`src/rtl/chain_mixer_pkg.sv`:
```
// Shared types and default sizing for the serial chain mixer blocks and their benches.
package chain_mixer_pkg;

    typedef enum logic [2:0] {
        IDLE,
        FILL,
        DOSE,
        MIX,
        DONE
    } dose_state_e;

    localparam int unsigned DEFAULT_N_STAGES = 32;
    localparam int unsigned DEFAULT_CNT_W    = 16;

endpackage

```
`src/rtl/chain_mixer_dose_ctrl_if.sv`:
```
// Run handshake and valve bus of the chain mixer dose controller.
interface chain_mixer_dose_ctrl_if
    import chain_mixer_pkg::*;
#(
    parameter int unsigned N_STAGES = DEFAULT_N_STAGES,
    parameter int unsigned CNT_W    = DEFAULT_CNT_W
) ();

    localparam int unsigned STG_W = $clog2(N_STAGES);

    logic                start;
    logic                abort;
    logic [CNT_W-1:0]    dose_cycles;
    logic [CNT_W-1:0]    mix_cycles;
    logic                carrier_valve;
    logic [N_STAGES-1:0] reagent_valve;
    logic [STG_W-1:0]    stage;
    logic                busy;
    logic                done;
    logic                err;

    modport master (
        output start, abort, dose_cycles, mix_cycles,
        input  carrier_valve, reagent_valve, stage, busy, done, err
    );

    modport slave (
        input  start, abort, dose_cycles, mix_cycles,
        output carrier_valve, reagent_valve, stage, busy, done, err
    );

endinterface

```
`src/rtl/dose_timer.sv`:
```
// Loadable down-counter; holds at zero and flags it so the FSM can leave a timed state.
module dose_timer
    import chain_mixer_pkg::*;
#(
    parameter int unsigned CNT_W = DEFAULT_CNT_W
) (
    input  logic             clk,
    input  logic             rst,
    input  logic             load,
    input  logic [CNT_W-1:0] load_val,
    output logic             zero
);

    logic [CNT_W-1:0] cnt_q;

    always_ff @(posedge clk) begin
        if (rst) begin
            cnt_q <= '0;
        end else if (load) begin
            cnt_q <= load_val;
        end else if (cnt_q != '0) begin
            cnt_q <= cnt_q - CNT_W'(1);
        end
    end

    assign zero = (cnt_q == '0);

endmodule

```
`src/rtl/chain_mixer_dose_ctrl.sv`:
```
// Sequences carrier fill, then per-stage reagent dose and mix dwell, for an N-stage mixer chain.
module chain_mixer_dose_ctrl
    import chain_mixer_pkg::*;
#(
    parameter int unsigned N_STAGES = DEFAULT_N_STAGES,
    parameter int unsigned CNT_W    = DEFAULT_CNT_W
) (
    input  logic                    clk,
    input  logic                    rst,
    chain_mixer_dose_ctrl_if.slave  bus
);

    localparam int unsigned STG_W = $clog2(N_STAGES);
    localparam logic [STG_W-1:0] LAST_STAGE = STG_W'(N_STAGES - 1);

    dose_state_e         state_q, state_d;
    logic [STG_W-1:0]    stage_q, stage_d;
    logic [CNT_W-1:0]    dose_q, dose_d;
    logic [CNT_W-1:0]    mix_q, mix_d;
    logic                load;
    logic [CNT_W-1:0]    load_val;
    logic                cnt_zero;
    logic                advance;

    logic                carrier_q, carrier_d;
    logic [N_STAGES-1:0] reagent_q, reagent_d;
    logic [STG_W-1:0]    stage_out_q, stage_out_d;
    logic                busy_q, busy_d;
    logic                done_q, done_d;
    logic                err_q, err_d;

    dose_timer #(
        .CNT_W (CNT_W)
    ) u_timer (
        .clk      (clk),
        .rst      (rst),
        .load     (load),
        .load_val (load_val),
        .zero     (cnt_zero)
    );

    always_ff @(posedge clk) begin
        if (rst) begin
            state_q     <= IDLE;
            stage_q     <= '0;
            dose_q      <= '0;
            mix_q       <= '0;
            carrier_q   <= 1'b0;
            reagent_q   <= '0;
            stage_out_q <= '0;
            busy_q      <= 1'b0;
            done_q      <= 1'b0;
            err_q       <= 1'b0;
        end else begin
            state_q     <= state_d;
            stage_q     <= stage_d;
            dose_q      <= dose_d;
            mix_q       <= mix_d;
            carrier_q   <= carrier_d;
            reagent_q   <= reagent_d;
            stage_out_q <= stage_out_d;
            busy_q      <= busy_d;
            done_q      <= done_d;
            err_q       <= err_d;
        end
    end

    always_comb begin
        state_d  = state_q;
        stage_d  = stage_q;
        dose_d   = dose_q;
        mix_d    = mix_q;
        load     = 1'b0;
        load_val = '0;
        advance  = 1'b0;
        err_d    = 1'b0;
        unique case (state_q)
            IDLE: begin
                if (bus.start) begin
                    if (bus.dose_cycles != '0) begin
                        state_d  = FILL;
                        stage_d  = '0;
                        dose_d   = bus.dose_cycles;
                        mix_d    = bus.mix_cycles;
                        load     = 1'b1;
                        load_val = bus.dose_cycles - CNT_W'(1);
                    end else begin
                        err_d = 1'b1;
                    end
                end
            end
            FILL: begin
                if (cnt_zero) begin
                    state_d  = DOSE;
                    load     = 1'b1;
                    load_val = dose_q - CNT_W'(1);
                end
            end
            DOSE: begin
                if (cnt_zero) begin
                    if (mix_q != '0) begin
                        state_d  = MIX;
                        load     = 1'b1;
                        load_val = mix_q - CNT_W'(1);
                    end else begin
                        advance = 1'b1;
                    end
                end
            end
            MIX:     advance = cnt_zero;
            DONE:    state_d = IDLE;
            default: state_d = IDLE;
        endcase

        if (advance) begin
            if (stage_q == LAST_STAGE) begin
                state_d = DONE;
            end else begin
                state_d  = DOSE;
                stage_d  = stage_q + STG_W'(1);
                load     = 1'b1;
                load_val = dose_q - CNT_W'(1);
            end
        end

        if (bus.abort && state_q != IDLE) begin
            state_d = IDLE;
        end
    end

    // Outputs decode the next state so they can be registered without a cycle of lag.
    always_comb begin
        carrier_d   = (state_d == FILL);
        reagent_d   = '0;
        stage_out_d = '0;
        if (state_d == DOSE) begin
            reagent_d[stage_d] = 1'b1;
        end
        if (state_d == DOSE || state_d == MIX) begin
            stage_out_d = stage_d;
        end
        busy_d = (state_d != IDLE);
        done_d = (state_d == DONE);
    end

    assign bus.carrier_valve = carrier_q;
    assign bus.reagent_valve = reagent_q;
    assign bus.stage         = stage_out_q;
    assign bus.busy          = busy_q;
    assign bus.done          = done_q;
    assign bus.err           = err_q;

endmodule

```
`src/flat_wrapper.sv`:
```
// flat-port wrapper written by rule: the top's interface ports become plain ports
module chain_mixer_dose_ctrl_flat import chain_mixer_pkg::*;
#(
    parameter int unsigned N_STAGES = DEFAULT_N_STAGES,
    parameter int unsigned CNT_W    = DEFAULT_CNT_W
)
  (clk, rst, bus_start, bus_abort, bus_dose_cycles, bus_mix_cycles, bus_carrier_valve, bus_reagent_valve, bus_stage, bus_busy, bus_done, bus_err);
  chain_mixer_dose_ctrl_if #(.N_STAGES(N_STAGES), .CNT_W(CNT_W)) bus_i ();
  input  logic clk;
  input  logic rst;
  input wire logic [$bits(bus_i.start)-1:0] bus_start;
  input wire logic [$bits(bus_i.abort)-1:0] bus_abort;
  input wire logic [$bits(bus_i.dose_cycles)-1:0] bus_dose_cycles;
  input wire logic [$bits(bus_i.mix_cycles)-1:0] bus_mix_cycles;
  output wire logic [$bits(bus_i.carrier_valve)-1:0] bus_carrier_valve;
  output wire logic [$bits(bus_i.reagent_valve)-1:0] bus_reagent_valve;
  output wire logic [$bits(bus_i.stage)-1:0] bus_stage;
  output wire logic [$bits(bus_i.busy)-1:0] bus_busy;
  output wire logic [$bits(bus_i.done)-1:0] bus_done;
  output wire logic [$bits(bus_i.err)-1:0] bus_err;
  assign bus_i.start = bus_start;
  assign bus_i.abort = bus_abort;
  assign bus_i.dose_cycles = bus_dose_cycles;
  assign bus_i.mix_cycles = bus_mix_cycles;
  assign bus_carrier_valve = bus_i.carrier_valve;
  assign bus_reagent_valve = bus_i.reagent_valve;
  assign bus_stage = bus_i.stage;
  assign bus_busy = bus_i.busy;
  assign bus_done = bus_i.done;
  assign bus_err = bus_i.err;
  chain_mixer_dose_ctrl #(.N_STAGES(N_STAGES), .CNT_W(CNT_W)) u_core (.clk(clk), .rst(rst), .bus(bus_i));
endmodule
```
`config.mk`:
```
export PLATFORM = sky130hd
export DESIGN_NAME = chain_mixer_dose_ctrl_flat
export DESIGN_NICKNAME = d
export VERILOG_FILES = /design/src/rtl/chain_mixer_pkg.sv /design/src/rtl/chain_mixer_dose_ctrl_if.sv /design/src/rtl/dose_timer.sv /design/src/rtl/chain_mixer_dose_ctrl.sv /design/src/flat_wrapper.sv
export SDC_FILE = /design/constraint.sdc
export NUM_CORES = 1
export LEC_CHECK = 0
export BUFFER_PORTS_ARGS = -buffer_cell sky130_fd_sc_hd__clkbuf_2
export CORE_MARGIN = 5
export CORE_UTILIZATION = 40
export DETAILED_ROUTE_END_ITERATION = 8
export GPL_TIMING_DRIVEN = 1
export SYNTH_ARGS = -nofsm -noshare
export SYNTH_HDL_FRONTEND = slang
export SYNTH_HIERARCHICAL = 1
export SYNTH_SLANG_ARGS = --single-unit
```
`constraint.sdc`:
```
create_clock -name clk -period 6.1 [get_ports clk]
set_input_delay 0.305 -clock clk [delete_from_list [all_inputs] [get_ports clk]]
set_output_delay 0.305 -clock clk [all_outputs]
set_load 0.03 [all_outputs]
```
==> run_results.csv, run 1 <==
group,metric,value,unit
critical_path,cp-start-kind,"flop",
floorplan,start_util,0.4061,
timing,rsz0062_at_grt,"no",
critical_path,crit_arrival,4.45,ns
global_routing,grt_pass1_wl,21040,um
logic_synthesis,synthDistinctLibCells,63,
outcome,outcome,"complete, no violations",
logic_synthesis,synthArstFlopShare,0,
min_path,hold_class,"input port to flop",
placed_design,port_buffers,76,
logic_synthesis,seq_area_frac_synth,0.4014,
timing,post-route-period-util,0.6829,
floorplan,io_pins,77,
logic_synthesis,synth_flop_cell,"dfxtp_1",
global_routing,grt_overflow,0,
clock_tree,root_buffer,"clkbuf_16",
timing,hold_viol,0,
floorplan,core-area,11910,um^2
critical_path,path_cells,"inv_1 > ha_1 > nor2b_1 > nand3_1 > nor2_1 > nand4b_1 > nand3_1 > nor2b_1 > nand2_1 > o31a_1 > a22oi_1",
power,total_power,1934,uW
clock_tree,cts_sinks,97,
clock_tree,cts_resized,0,
detailed_routing,firstDrtPassIters,4,
critical_path,cp.required,6.38,ns
global_routing,antenna_found_initial,0,
detailed_routing,wl_per_cell,15.64,um
layout,drive_gt1_frac,0.1687,
logic_synthesis,synth_edf_count,0,
logic_synthesis,syn_area_per_cell,8.102,um^2
critical_path,slowest_delay,0.73,ns
global_routing,grt_pass1_vias,4258,
detailed_routing,drt_wl_total,12690,um
flow_run,max-cap-violations,0,
clock_tree,clk_pin_slew,0.07,ns
timing,max_freq,240.0,MHz
logic_synthesis,synth_top_area_share,0.4014,
critical_path,critical_path_class,"flop to flop",
floorplan,die_h,120.0,um
layout,design.final.nets,701,
timing,period_needed,4.166,ns
logic_synthesis,synth.largest_area_cell,"dfxtp_1",
logic_synthesis,synth_nets,639,
floorplan,die_area,14390,um^2
critical_path,crit_slowest_cell,"nand3_1",
critical_path,critPathCaptureType,"flop",
clock_tree,hold_buffers,0,
timing,max-slew-margin-rel,0.3006,
placed_design,place_congestion,0.9408,
logic_synthesis,ys_seq_elements,97,
clock_tree,cts_made_buffers,9,
global_routing,grt_start_max_net_pins,53,
floorplan,fp.dieW,120.0,um
logic_synthesis,yosys-top-cells-area,"dfxtp_1 (40%), nand2_1 (8.5%), a21oi_1 (5.5%)",
power,leakagePower,0.002218,uW
power,p_per_area,344.5,nW/um^2
detailed_routing,vias,4438,
detailed_routing,drcViolationCount,0,
clock_tree,insertion_delay,0.36,ns
logic_synthesis,synth.cell_area,4837,um^2
layout,area_growth_syn_to_layout,16.06,%
clock_tree,clockBufferDepth,2,
timing,fin_worst_skew,0.007376,ns
placed_design,dp_hpwl,9482,um
logic_synthesis,ys_warn_count,6,
floorplan,placement_rows,40,
timing,worst_pin_slew,1.049,ns
detailed_routing,viasPerCell,5.472,
critical_path,cp_max_fo,17,
timing,maxSlewViolCount,0,
power,irDropWorstVdd,0.1597,mV
global_routing,grtUsageTotal,0.1813,
clock_tree,cts_setup_buffers,0,
layout,antenna_cells,0,
detailed_routing,drt.antenna.violating_nets,0,
detailed_routing,dr.first_iter.drc_count,331,
logic_synthesis,synthCells,597,
clock_tree,cts_tree,"yes",
timing,setup_viol_count_final,0,
timing,setup_tns,0,ns
clock_tree,cts_max_level,3,
==> cells in the mapped netlist, drive strengths merged, types with 5 or more instances <==
cell    instances
o31a            5
dfxtp          97
nor2b           5
a22oi           6
nor2           59
xnor2          26
clkbuf         22
nor4           16
o221ai         13
nand2         109
inv            17
buf             9
ha              6
o211ai         10
mux2i           5
xor2           21
o21ai          17
nor3           22
nor4b           5
or4             8
nand3          12
a21oi          54
==> power breakdown <==
group	leakage [uW]	total [uW]	switching [uW]	internal, uW
logic	0.00128	593	346	247
clock network	0.000144	561	263	298
registers	0.000790	780	82.0	698
==> worst max-delay path: cells and delay by family (launching register included) <==
family                     cells  cell delay, ns
adders and majority gates      1            0.21
buffers and inverters          1            0.09
DFF                            1            0.34
AOI/OAI and AO/OA              2            0.28
and+or+nand+nor                7            3.17
==> cell families (layout without fill, tap and decap cells) <==
family / count (synthesis) / in the layout / share of synthesized area
fa+ha+maj: 6 / 6 / 0.01552
buf+inv: 48 / 115 / 0.04035
flops: 97 / 97 / 0.4014
simple gates: 261 / 261 / 0.2662
mux: 5 / 5 / 0.01035
xor+xnor: 47 / 47 / 0.08510
compound gates: 133 / 133 / 0.1811
==> placed cells by master (no fill, tap or decap), types with 4 or more instances in the layout <==
cell type | synthesis | layout
nand2_1 | 109 | 109
dfxtp_1 | 97 | 97
clkbuf_2 | 1 | 76
nor2_1 | 59 | 59
a21oi_1 | 53 | 53
xnor2_1 | 26 | 26
nor3_1 | 21 | 21
xor2_1 | 21 | 21
inv_1 | 17 | 17
o21ai_0 | 17 | 16
nor4_1 | 14 | 14
o221ai_1 | 13 | 13
nand3_1 | 12 | 12
clkbuf_16 | 0 | 9
o211ai_1 | 8 | 8
or4_1 | 7 | 7
a22oi_1 | 6 | 6
ha_1 | 6 | 6
buf_4 | 0 | 6
nor2b_1 | 5 | 5
o31a_1 | 5 | 5
mux2i_1 | 5 | 5
a31oi_1 | 4 | 4
nor4b_1 | 4 | 4
==> final cells by class <==
class	count	area [um^2]
Clock buffer	10	239.0
Clock inverter	6	56.30
Fill cell	1201	6297
Inverter	17	63.81
Multi-Input combinational cell	452	2704
Sequential cell	97	1942
Tap cell	147	183.9
Timing Repair Buffer	82	425.4
==> sequential cells by signal, indices dropped and copies added, names as in the netlist <==
name / flops
u_core/bus.busy: 1
u_core/bus.carrier_valve: 1
u_core/bus.done: 1
u_core/bus.err: 1
u_core/bus.reagent_valve: 32
u_core/bus.stage: 5
u_core/dose_q: 16
u_core/mix_q: 16
u_core/stage_q: 5
u_core/state_q: 3
u_core/u_timer/cnt_q: 16
==> final timing paths <==
path / cells after the start / slack (ns) / from / to
worst max-delay path: 11 / 1.93 / u_core/u_timer/cnt_q[0] / u_core/u_timer/cnt_q[13]
worst min-delay path: 3 / 0.17 / bus_mix_cycles[13] / u_core/mix_q[13]
worst max register to register: 11 / 1.93 / u_core/u_timer/cnt_q[0] / u_core/u_timer/cnt_q[13]
worst min register to register: 2 / 0.48 / u_core/dose_q[6] / u_core/dose_q[6]
==> metrics by stage <==
| stage | util | hold slack [ns] | cell area, um^2 | setup WS (ns) | cells |
|---|---|---|---|---|---|
| detailed placement | 0.4465 | 0.4664 | 5319 | 2.020 | 795 |
| global placement | 0.4465 | 0.4676 | 5319 | 2.175 | 795 |
| CTS | 0.4713 | 0.1561 | 5614 | 1.986 | 811 |
| floorplan | - | 0.3843 | 4837 | 3.008 | 597 |
| finish | 0.4713 | 0.1661 | 5614 | 1.934 | 811 |
| global route | 0.4713 | 0.1688 | 5614 | 1.503 | 811 |
==> metal layers <==
metal  part of all wire  global-route usage
met3              0.043             0.04053
met1               0.49              0.2507
met2               0.45              0.2821
met4              0.017             0.05512
met5                  0                   0
Power figures use the tool's default switching activity.
==> run 2: changes to the inputs <==
--- a/config.mk
+++ b/config.mk
@@ -5,6 +5,7 @@
 export SDC_FILE = /design/constraint.sdc
 export NUM_CORES = 1
 export LEC_CHECK = 0
+export ABC_AREA = 1
 export BUFFER_PORTS_ARGS = -buffer_cell sky130_fd_sc_hd__clkbuf_2
 export CORE_MARGIN = 5
 export CORE_UTILIZATION = 40
==> constraint.sdc (replaced) <==
create_clock -name clk -period 3.4 [get_ports clk]
set_input_delay 0.17 -clock clk [delete_from_list [all_inputs] [get_ports clk]]
set_output_delay 0.17 -clock clk [all_outputs]
set_load 0.03 [all_outputs]
==> run 2 against run 1 <==
Sequential cell count did not move. Clock skew rose by 0.0011 ns. Wire length rose by 0.66%. Fmax rose by 40%. Global-route usage fell by 1.5 points. Utilization fell by 0.18 points. Worst hold slack got worse by 0.092 ns.
==> run_results.csv, run 2 <==
group,metric,value,unit
detailed_routing,drt_wl_total,12770,um
timing,setup_tns,0,ns
floorplan,start_util,0.4036,
placed_design,dp_cells,967,
floorplan,die_h,125.1,um
global_routing,grt_start_max_net_pins,37,
logic_synthesis,synth.largest_area_cell,"dfxtp_1",
placed_design,place_congestion,0.9418,
logic_synthesis,synth_common_cells,"nor2_1 (145), nand2_1 (112), dfxtp_1 (97)",
min_path,hold_end,"u_core/mix_q[12]",
global_routing,grt_overflow,0,
detailed_routing,drcViolationCount,0,
logic_synthesis,synthDistinctLibCells,43,
logic_synthesis,synth_edf_count,0,
timing,setup_viol_count_final,0,
timing,hold_viol,0,
clock_tree,insertion_delay,0.35,ns
critical_path,cp.depth,15,
logic_synthesis,synthCells,728,
logic_synthesis,synth_flop_cell,"dfxtp_1",
floorplan,io_pins,77,
power,p_per_area,698.7,nW/um^2
timing,worst_pin_slew,0.6600,ns
critical_path,crit_slowest_cell,"nand3_1",
critical_path,crit_arrival,3.25,ns
layout,layout_commonest_cell,"nor2_1",
layout,fillers,1337,
placed_design,dp_hpwl,10040,um
clock_tree,cts_max_level,3,
min_path,hold_class,"input port to flop",
global_routing,grt.met1_usage,0.2152,
layout,antenna_cells,0,
power,irDropWorstVdd,0.3423,mV
min_path,min_path_cells,3,
timing,fin_worst_skew,0.008430,ns
detailed_routing,vias,4753,
logic_synthesis,synth_compound_area_frac,0.1109,
clock_tree,cts_resized,0,
logic_synthesis,synth_nets,770,
global_routing,grt_util_met3,0.04009,
floorplan,placement_rows,42,
clock_tree,hold_buffers,0,
logic_synthesis,synth_top_family_by_area,"simple AND/OR/NAND/NOR gates",
layout,drive_gt1_frac,0.2230,
detailed_routing,viasPerCell,4.835,
clock_tree,cts_tree,"yes",
detailed_routing,drt.antenna.violating_nets,0,
power,leakagePower,0.002879,uW
logic_synthesis,ys_warn_count,6,
layout,fin_cells,983,
logic_synthesis,syn_area_per_cell,7.284,um^2
floorplan,die_area,15660,um^2
detailed_routing,firstDrtPassIters,5,
critical_path,r2r_setup_slack,0.41,ns
logic_synthesis,synth_top_area_share,0.3662,
global_routing,grt-busiest-layer,"met2",
floorplan,core-area,13140,um^2
logic_synthesis,yosysMostFrequentCell,"nor2_1",
layout,final_cell_mix,"nor2_1 (145), nand2_1 (112), dfxtp_1 (97)",
critical_path,cp-start-kind,"flop",
global_routing,antenna_found_initial,0,
outcome,outcome,"complete, no violations",
timing,rsz0062_at_grt,"no",
timing,max_freq,334.9,MHz
critical_path,critical_path_class,"flop to flop",
flow_run,max-cap-violations,0,
layout,design.final.nets,844,
floorplan,fp.dieW,125.1,um
critical_path,cp_max_fo,21,
min_path,min_from,"bus_mix_cycles[12]",
logic_synthesis,synth_mux_area_frac,0,
critical_path,r2r-start,"u_core/u_timer/cnt_q[0]",
layout,area_growth_syn_to_layout,16.33,%
global_routing,grt_pass1_vias,4553,
clock_tree,cts_sinks,97,
clock_tree,clk_pin_slew,0.07,ns
global_routing,use_met2,0.2724,
timing,maxSlewViolCount,0,
clock_tree,cts_made_buffers,9,
critical_path,slowest_delay,0.43,ns
detailed_routing,wl_per_cell,12.99,um
logic_synthesis,seq_area_frac_synth,0.3662,
logic_synthesis,yosys.area_share.xor_xnor,0.06277,
layout,largest_reg_flops,32,
logic_synthesis,synth-simple-area-share,0.3738,
critical_path,path_buf_inv,4,
placed_design,port_buffers,76,
timing,post-route-period-util,0.8781,
critical_path,path_cells,"inv_1 > ha_1 > nand2_4 > nor2_8 > nand4_4 > inv_2 > inv_1 > nor2_2 > nand3_1 > nand4_1 > buf_4 > nand2_1 > o21ai_0 > nand2_1 > a21oi_1",
critical_path,critPathTopFamily,"simple AND/OR/NAND/NOR gates",
logic_synthesis,synthArstFlopShare,0,
timing,max-slew-margin-rel,0.5595,
critical_path,cp.required,3.67,ns
clock_tree,clockBufferDepth,2,
logic_synthesis,synthAdderAreaFrac,0.01416,
global_routing,grt_pass1_wl,21780,um
timing,period_needed,2.986,ns
clock_tree,cts_setup_buffers,0,
clock_tree,root_buffer,"clkbuf_16",
critical_path,timing.rr.end,"u_core/u_timer/cnt_q[0]",
critical_path,critPathCaptureType,"flop",
detailed_routing,dr.first_iter.drc_count,305,
global_routing,grtUsageTotal,0.1658,
logic_synthesis,ys_seq_elements,97,
timing,holdWs,0.07377,ns
logic_synthesis,synth.cell_area,5303,um^2
logic_synthesis,yosys-top-cells-area,"dfxtp_1 (37%), nor2_1 (10%), nand2_1 (7.9%)",
critical_path,worst_r2r_path_depth,15,
run 2: power by group:
| group | internal (uW) | total [uW] | switching (uW) |
|---|---|---|---|
| sequential | 1300 | 1450 | 155 |
| combinational | 621 | 1780 | 1160 |
| clock | 609 | 1080 | 472 |
run 2: per-stage QoR:
step	worst slack [ns]	power (uW)	instance area [um^2]	util
6_report	0.4143	4310	6168	0.4695
5_1_grt	0.04517	4647	6168	0.4695
4_1_cts	0.4088	4347	6168	0.4695
3_5_place_dp	0.4370	3256	5849	0.4452
3_3_place_gp	0.5902	3231	5849	0.4452
2_1_floorplan	0.9281	2882	5303	-
run 2: logic make-up (layout without fill, tap and decap cells):
| group | Yosys count | after routing |
|---|---|---|
| xor+xnor | 38 | 38 |
| flops | 97 | 97 |
| compound gates | 105 | 105 |
| simple gates | 385 | 385 |
| fa+ha+maj | 6 | 6 |
| buf+inv | 97 | 176 |
run 2: worst min-delay path: stages:
cell	delay (ns)
clkbuf_2	0.07
o21ai_0	0.07
nor2_1	0.08
run 2: layout make-up:
cell class                      instances  area (um^2)  share of cell area
Multi-Input combinational cell        534         2978              0.4828
Sequential cell                        97         1942              0.3148
Timing Repair Buffer                   79        402.9             0.06531
Inverter                               81        306.5             0.04970
Clock buffer                           10        239.0             0.03874
Tap cell                              176        220.2             0.03570
Clock inverter                          6        80.08             0.01298
run 2: how the worst max path moves through the flow:
stage,start,end,slack (ns)
after floorplan,u_core/u_timer/cnt_q[0],u_core/u_timer/cnt_q[2],0.93
after global placement,u_core/u_timer/cnt_q[0],u_core/u_timer/cnt_q[6],0.59
after detailed placement,u_core/u_timer/cnt_q[0],u_core/u_timer/cnt_q[2],0.44
after CTS,u_core/u_timer/cnt_q[0],u_core/u_timer/cnt_q[0],0.41
after global routing,u_core/u_timer/cnt_q[0],u_core/u_timer/cnt_q[0],0.05
final,u_core/u_timer/cnt_q[0],u_core/u_timer/cnt_q[0],0.41
run 2: layer usage:
layer | wire length [um] | vias to the layer above | share of wire
met2 | 5945 | 138 | 0.47
li1 | - | 2493 | -
met4 | 193 | 0 | 0.015
met1 | 5868 | 2107 | 0.46
met3 | 764 | 15 | 0.060
met5 | 0 | - | 0
